## config.mk

```make
export PLATFORM = sky130hd
export DESIGN_NAME = snax_csr_responder
export DESIGN_NICKNAME = d
export VERILOG_FILES = /design/src/rtl/snax_csr_responder.sv
export SDC_FILE = /design/constraint.sdc
export NUM_CORES = 1
export LEC_CHECK = 0
export ABC_AREA = 1
export CORE_MARGIN = 4
export CORE_UTILIZATION = 30
export CTS_CLUSTER_DIAMETER = 50
export DETAILED_ROUTE_END_ITERATION = 10
export MAX_ROUTING_LAYER = met4
export PLACE_DENSITY = 0.55
export SLEW_MARGIN = 20
export SYNTH_ARGS = -nofsm -noshare
export SYNTH_HDL_FRONTEND = slang
export SYNTH_SLANG_ARGS = --single-unit
```

## constraint.sdc

```tcl
create_clock -name clk_i -period 6.6 [get_ports clk_i]
set_clock_uncertainty 0.15 [all_clocks]
set_input_delay 0.99 -clock clk_i [delete_from_list [all_inputs] [get_ports clk_i]]
set_output_delay 0.99 -clock clk_i [all_outputs]
set_load 0.05 [all_outputs]
```

## src/rtl/snax_csr_responder.sv

```systemverilog
// snax_csr_responder: accelerator-side end of the SNAX CSR request/response port.
// Holds the RW configuration registers, launches the accelerator through a small
// IDLE/LAUNCH/BUSY FSM, tracks a sticky done flag and a run-cycle counter, and
// returns read data through a one-entry registered response slot.
module snax_csr_responder #(
  parameter int unsigned RegDataWidth = 32,
  parameter int unsigned RegAddrWidth = 32,
  parameter int unsigned NumRwCsr     = 4,
  parameter int unsigned NumRoCsr     = 2
) (
  input  logic                                                    clk_i,
  input  logic                                                    rst_i,
  input  logic [RegAddrWidth-1:0]                                 csr_req_addr_i,
  input  logic [RegDataWidth-1:0]                                 csr_req_data_i,
  input  logic                                                    csr_req_wen_i,
  input  logic                                                    csr_req_valid_i,
  output logic                                                    csr_req_ready_o,
  output logic [RegDataWidth-1:0]                                 csr_rsp_data_o,
  output logic                                                    csr_rsp_valid_o,
  input  logic                                                    csr_rsp_ready_i,
  output logic [NumRwCsr-1:0][RegDataWidth-1:0]                   rw_csr_o,
  input  logic [((NumRoCsr > 0) ? NumRoCsr : 1)-1:0][RegDataWidth-1:0] ro_csr_i,
  output logic                                                    acc_start_o,
  input  logic                                                    acc_done_i
);

  // Address map: config registers first, then the control/status words, then
  // the accelerator's read-only values.
  localparam logic [RegAddrWidth-1:0] AddrStart  = RegAddrWidth'(NumRwCsr);
  localparam logic [RegAddrWidth-1:0] AddrStatus = RegAddrWidth'(NumRwCsr + 1);
  localparam logic [RegAddrWidth-1:0] AddrPerf   = RegAddrWidth'(NumRwCsr + 2);
  localparam logic [RegAddrWidth-1:0] AddrRoBase = RegAddrWidth'(NumRwCsr + 3);

  typedef enum logic [1:0] {
    StIdle   = 2'd0,
    StLaunch = 2'd1,
    StBusy   = 2'd2
  } state_e;

  state_e                  state_q;
  logic                    done_q;
  logic                    acc_start_q;
  logic [RegDataWidth-1:0] perf_q;
  logic [RegDataWidth-1:0] perf_d;
  logic                    rsp_valid_q;
  logic [RegDataWidth-1:0] rsp_data_q;
  logic [RegDataWidth-1:0] rw_q [NumRwCsr];
  logic [RegDataWidth-1:0] rd_data;

  logic busy;
  logic is_cfg_addr;
  logic stall_cfg;
  logic req_accept;
  logic wr_accept;
  logic rd_accept;
  logic start_req;

  assign busy        = (state_q != StIdle);
  assign is_cfg_addr = (csr_req_addr_i < AddrStart);
  // Config registers must not change under a running accelerator, so such
  // writes wait; everything else keeps flowing.
  assign stall_cfg   = csr_req_valid_i & csr_req_wen_i & is_cfg_addr & busy;
  // A new request may only be taken when the response slot is free or drains now.
  assign csr_req_ready_o = ~stall_cfg & (~rsp_valid_q | csr_rsp_ready_i);

  assign req_accept = csr_req_valid_i & csr_req_ready_o;
  assign wr_accept  = req_accept & csr_req_wen_i;
  assign rd_accept  = req_accept & ~csr_req_wen_i;
  // START only launches from IDLE with bit0 set; any other START write is dropped.
  assign start_req  = wr_accept & (csr_req_addr_i == AddrStart) &
                      csr_req_data_i[0] & (state_q == StIdle);

  // Saturating increment of the run-cycle counter.
  assign perf_d = (&perf_q) ? perf_q : perf_q + 1'b1;

  // Configuration registers: one register per generate slot, written on accept.
  for (genvar gi = 0; gi < NumRwCsr; gi++) begin : g_rw
    always_ff @(posedge clk_i or posedge rst_i) begin
      if (rst_i) begin
        rw_q[gi] <= '0;
      end else if (wr_accept && (csr_req_addr_i == RegAddrWidth'(gi))) begin
        rw_q[gi] <= csr_req_data_i;
      end
    end
    assign rw_csr_o[gi] = rw_q[gi];
  end

  // Read-data mux over the whole address map; unmapped addresses read zero.
  always_comb begin
    rd_data = '0;
    for (int i = 0; i < int'(NumRwCsr); i++) begin
      if (csr_req_addr_i == RegAddrWidth'(i)) rd_data = rw_q[i];
    end
    if (csr_req_addr_i == AddrStatus) begin
      rd_data = {{(RegDataWidth-2){1'b0}}, done_q, busy};
    end
    if (csr_req_addr_i == AddrPerf) rd_data = perf_q;
    for (int j = 0; j < int'(NumRoCsr); j++) begin
      if (csr_req_addr_i == AddrRoBase + RegAddrWidth'(j)) rd_data = ro_csr_i[j];
    end
  end

  // Launch FSM with registered start pulse, sticky done flag and cycle counter.
  always_ff @(posedge clk_i or posedge rst_i) begin
    if (rst_i) begin
      state_q     <= StIdle;
      acc_start_q <= 1'b0;
      done_q      <= 1'b0;
      perf_q      <= '0;
    end else begin
      case (state_q)
        StIdle: begin
          acc_start_q <= 1'b0;
          if (start_req) begin
            state_q     <= StLaunch;
            acc_start_q <= 1'b1;
            done_q      <= 1'b0;
            perf_q      <= '0;
          end
        end
        StLaunch: begin
          state_q     <= StBusy;
          acc_start_q <= 1'b0;
          perf_q      <= perf_d;
        end
        StBusy: begin
          acc_start_q <= 1'b0;
          perf_q      <= perf_d;
          if (acc_done_i) begin
            state_q <= StIdle;
            done_q  <= 1'b1;
          end
        end
        default: begin
          state_q     <= StIdle;
          acc_start_q <= 1'b0;
        end
      endcase
    end
  end

  // One-entry response slot: loaded by a read accept, cleared when drained.
  always_ff @(posedge clk_i or posedge rst_i) begin
    if (rst_i) begin
      rsp_valid_q <= 1'b0;
      rsp_data_q  <= '0;
    end else if (rd_accept) begin
      rsp_valid_q <= 1'b1;
      rsp_data_q  <= rd_data;
    end else if (csr_rsp_ready_i) begin
      rsp_valid_q <= 1'b0;
    end
  end

  assign csr_rsp_valid_o = rsp_valid_q;
  assign csr_rsp_data_o  = rsp_data_q;
  assign acc_start_o     = acc_start_q;

endmodule

```

==> run summary <==
CTS tree -> yes
Sink Count -> 197
Maximum VDD drop -> 184 µV
Sequential share of the synthesized area -> 0.458
Post-CTS setup buffer count -> 0
Clock latency on the worst-skew pair -> 440 ps
Final HPWL DP -> 30,100 µm
Initial antenna violation count -> 2
CTS Buffer Depth -> 2
Layout fillers -> 3,632
HP Class -> register to register
Final hold violations -> 0
Seq pwr share -> 0.446
Critical path launch point type -> input pin
Layout area overhead -> 36.2%
CTS H-Tree Depth -> 4
Final worst path period need -> 4950 ps
CP Class -> input pin to primary output
Drt total wl -> 40,300 µm
Max Transition Viols Final -> 0
# Max-Cap Violations -> 0
CP Capture Type -> primary output
Post-route DRC -> 0
Switching part of the total -> 0.318
Synth Net Count -> 1,653
Drt via density -> 4.74
Core Footprint -> 35,500 µm²
R2R Setup Slk -> 3560 ps
RSZ-0062 raised after global routing -> no
Antenna viol nets, final -> 0
GP Congestion -> 0.903
Clock share of power -> 0.389
Per-cell routed wire length -> 18.0 µm
Final Cycle Share -> 0.750
Initial Utilization -> 0.303
GRT Total Usage -> 0.209
Wire length of the first global-routing pass -> 61,100 µm
Die area -> 39,000 µm²
Max_slew headroom -> 0.438
Hold-fix buffers, CTS -> 0
Worst EP arrival -> 3810 ps
Root Driver -> clkbuf_16
Synth Instances -> 1,514
Storage element area -> 4930 µm²
Resized cells post-CTS -> 0
# rows -> 69
Pwr/cell area -> 189 nW/µm²
Status -> finished, final reports clean
Netlist cell types -> 35
Clock slew at reported path FFs -> 70 ps
Iteration-0 DRC Markers -> 868
Largest net degree at the start of global routing -> 122
Syn avg cell area -> 7.11 µm²
Num CTS Buffers -> 17
Synth Warn # -> 0
#FFs+latches synth -> 197
Pwr Total -> 2.76 mW
Setup Viol. Count Final -> 0
Net Switching -> 0.878 mW
FMAX -> 0.202 GHz
IO buf count -> 296
Mapped Area -> 10,800 µm²
Leak -> 6.86 nW
Vias -> 10,600
Share of layout cells above drive strength 1 -> 0.0510
Pint -> 1.89 mW
Drt first pass iters -> 5
TNS Setup -> 0 ps
Logic pwr share -> 0.165
Vias in the first global route -> 10,100
Worst slew pin tran -> 843 ps
Chip Width -> 197 µm
Multi-input gate area in the final layout -> 5040 µm²
Critical path peak fanout -> 22
Worst EP required -> 5460 ps
I/O pin total -> 297
Chip height -> 197 µm
Grt total ovfl -> 0
Fin nets -> 1,909
[power groups by stage]
stage	logic, mW	clock network, mW	registers [mW]
global route	0.510	1.15	1.23
global placement	0.454	0	1.26
CTS	0.461	1.10	1.23
floorplan	0.303	0	1.25
detailed placement	0.461	0	1.26
finish	0.456	1.08	1.23
[stage by stage]
step           setup WS (ps)  cells  utilization  instance area (µm²)  hold WS, ps
4_1_cts                 1640   2244        0.413                14700          335
3_5_place_dp            1650   2212        0.396                14000          315
3_3_place_gp            1710   2212        0.396                14000          313
5_1_grt                 1510   2246        0.413                14700          356
2_1_floorplan           91.0   1514            -                10800          320
6_report                1650   2246        0.413                14700          331
[layer usage]
layer	GRT usage	wire (µm)	part of all wire
met1	0.306	19000	0.47
met2	0.307	18400	0.46
met3	0.0312	2390	0.059
met4	0.0457	592	0.015
met5	-	0	0
[area by class of cell]
type / instances / area share
multi-input combinational: 1134 / 0.344
sequential: 197 / 0.336
timing repair buffer: 310 / 0.210
tap: 461 / 0.0394
clock buffer: 19 / 0.0309
inverter: 110 / 0.0287
clock inverter: 13 / 0.0102
antenna: 2 / 0.000342
[Yosys cell counts]
cell type / count / area [µm²]
nand2_1: 519 / 1950
nor2_1: 220 / 826
dfrtp_1: 197 / 4930
nand3_1: 108 / 541
inv_1: 100 / 375
o21ai_0: 73 / 365
a21oi_1: 65 / 325
buf_2: 38 / 190
o21ai_1: 36 / 180
clkbuf_1: 19 / 71.3
nor3_1: 18 / 90.1
nand4_1: 15 / 93.8
xnor2_1: 15 / 131
xor2_1: 12 / 105
buf_4: 9 / 67.6
inv_2: 9 / 33.8
nand2_2: 8 / 50.1
nor2_2: 7 / 43.8
nor4_1: 7 / 43.8
or2_2: 7 / 43.8
o211ai_1: 6 / 45.0
ha_1: 5 / 62.6
buf_6: 4 / 45.0
nor2_4: 3 / 33.8
buf_1: 2 / 7.51
nand4_2: 2 / 25.0
nor3_2: 2 / 20.0
a31oi_1: 1 / 6.26
clkbuf_2: 1 / 5.00
clkinv_1: 1 / 3.75
nand2_4: 1 / 11.3
nand3_2: 1 / 10.0
nor3_4: 1 / 16.3
or2_1: 1 / 6.26
or3_1: 1 / 6.26
[logic make-up after synthesis]
logic type,count (synthesis),synth area share
XOR/XNOR,27,0.0220
AO/OA/AOI/OAI,181,0.0857
buffers and inverters,183,0.0743
flip-flops,197,0.458
AND/OR/NAND/NOR,921,0.354
adder cells (fa/ha/maj),5,0.00581
[worst paths after layout]
kind	startpoint	to	cells past startpoint
max	csr_req_addr_i[9]	csr_req_ready_o	9
min in group asynchronous	rst_i	csr_rsp_data_o[13]$_DFFE_PP0P_	2
min	csr_rsp_data_o[31]$_DFFE_PP0P_	csr_rsp_data_o[31]$_DFFE_PP0P_	2
max in group asynchronous	rst_i	rw_csr_o[125]$_DFFE_PP0P_	3
min reg2reg	csr_rsp_data_o[31]$_DFFE_PP0P_	csr_rsp_data_o[31]$_DFFE_PP0P_	2
max reg2reg	state_q[0]$_DFFE_PP0P_	perf_q[22]$_DFFE_PP0P_	11
[sequential cells by signal, summed over array words and instances, names as in the netlist]
| register | flops |
|---|---|
| csr_rsp_valid_o | 1 |
| csr_rsp_data_o | 32 |
| state_q | 2 |
| rw_csr_o | 128 |
| done_q | 1 |
| perf_q | 32 |
| acc_start_o | 1 |
[critical path, cell delays in order]
cell	delay (ps)
clkdlybuf4s50_1	410
nor2_1	240
nand2_1	140
nor2_4	180
nand2_2	100
nor2_4	490
buf_4	380
a31oi_1	120
clkdlybuf4s50_1	740
[layout by cell type, fill, tap and decap left out, types with 2 or more instances in the layout]
cell type | netlist | layout
ha_1 | 5 | 5
clkinv_8 | 0 | 3
xor2_1 | 12 | 12
clkbuf_16 | 0 | 17
xnor2_1 | 15 | 15
nand4_1 | 15 | 15
o21ai_0 | 73 | 73
inv_2 | 9 | 9
nor3_2 | 2 | 2
inv_1 | 100 | 99
nor4_1 | 7 | 7
nor2_2 | 7 | 9
or2_2 | 7 | 7
nor2_4 | 3 | 3
o21ai_1 | 36 | 36
nand3_2 | 1 | 2
nand2_1 | 519 | 519
buf_4 | 9 | 13
diode_2 | 0 | 2
dfrtp_1 | 197 | 197
inv_8 | 0 | 7
nor2_1 | 220 | 218
o211ai_1 | 6 | 6
nand4_2 | 2 | 2
clkinv_4 | 0 | 2
nand2_2 | 8 | 8
a21oi_1 | 65 | 65
nor3_1 | 18 | 18
clkdlybuf4s50_1 | 0 | 296
clkbuf_8 | 0 | 2
nand3_1 | 108 | 107
No activity file was read; power rests on OpenSTA's default activity.
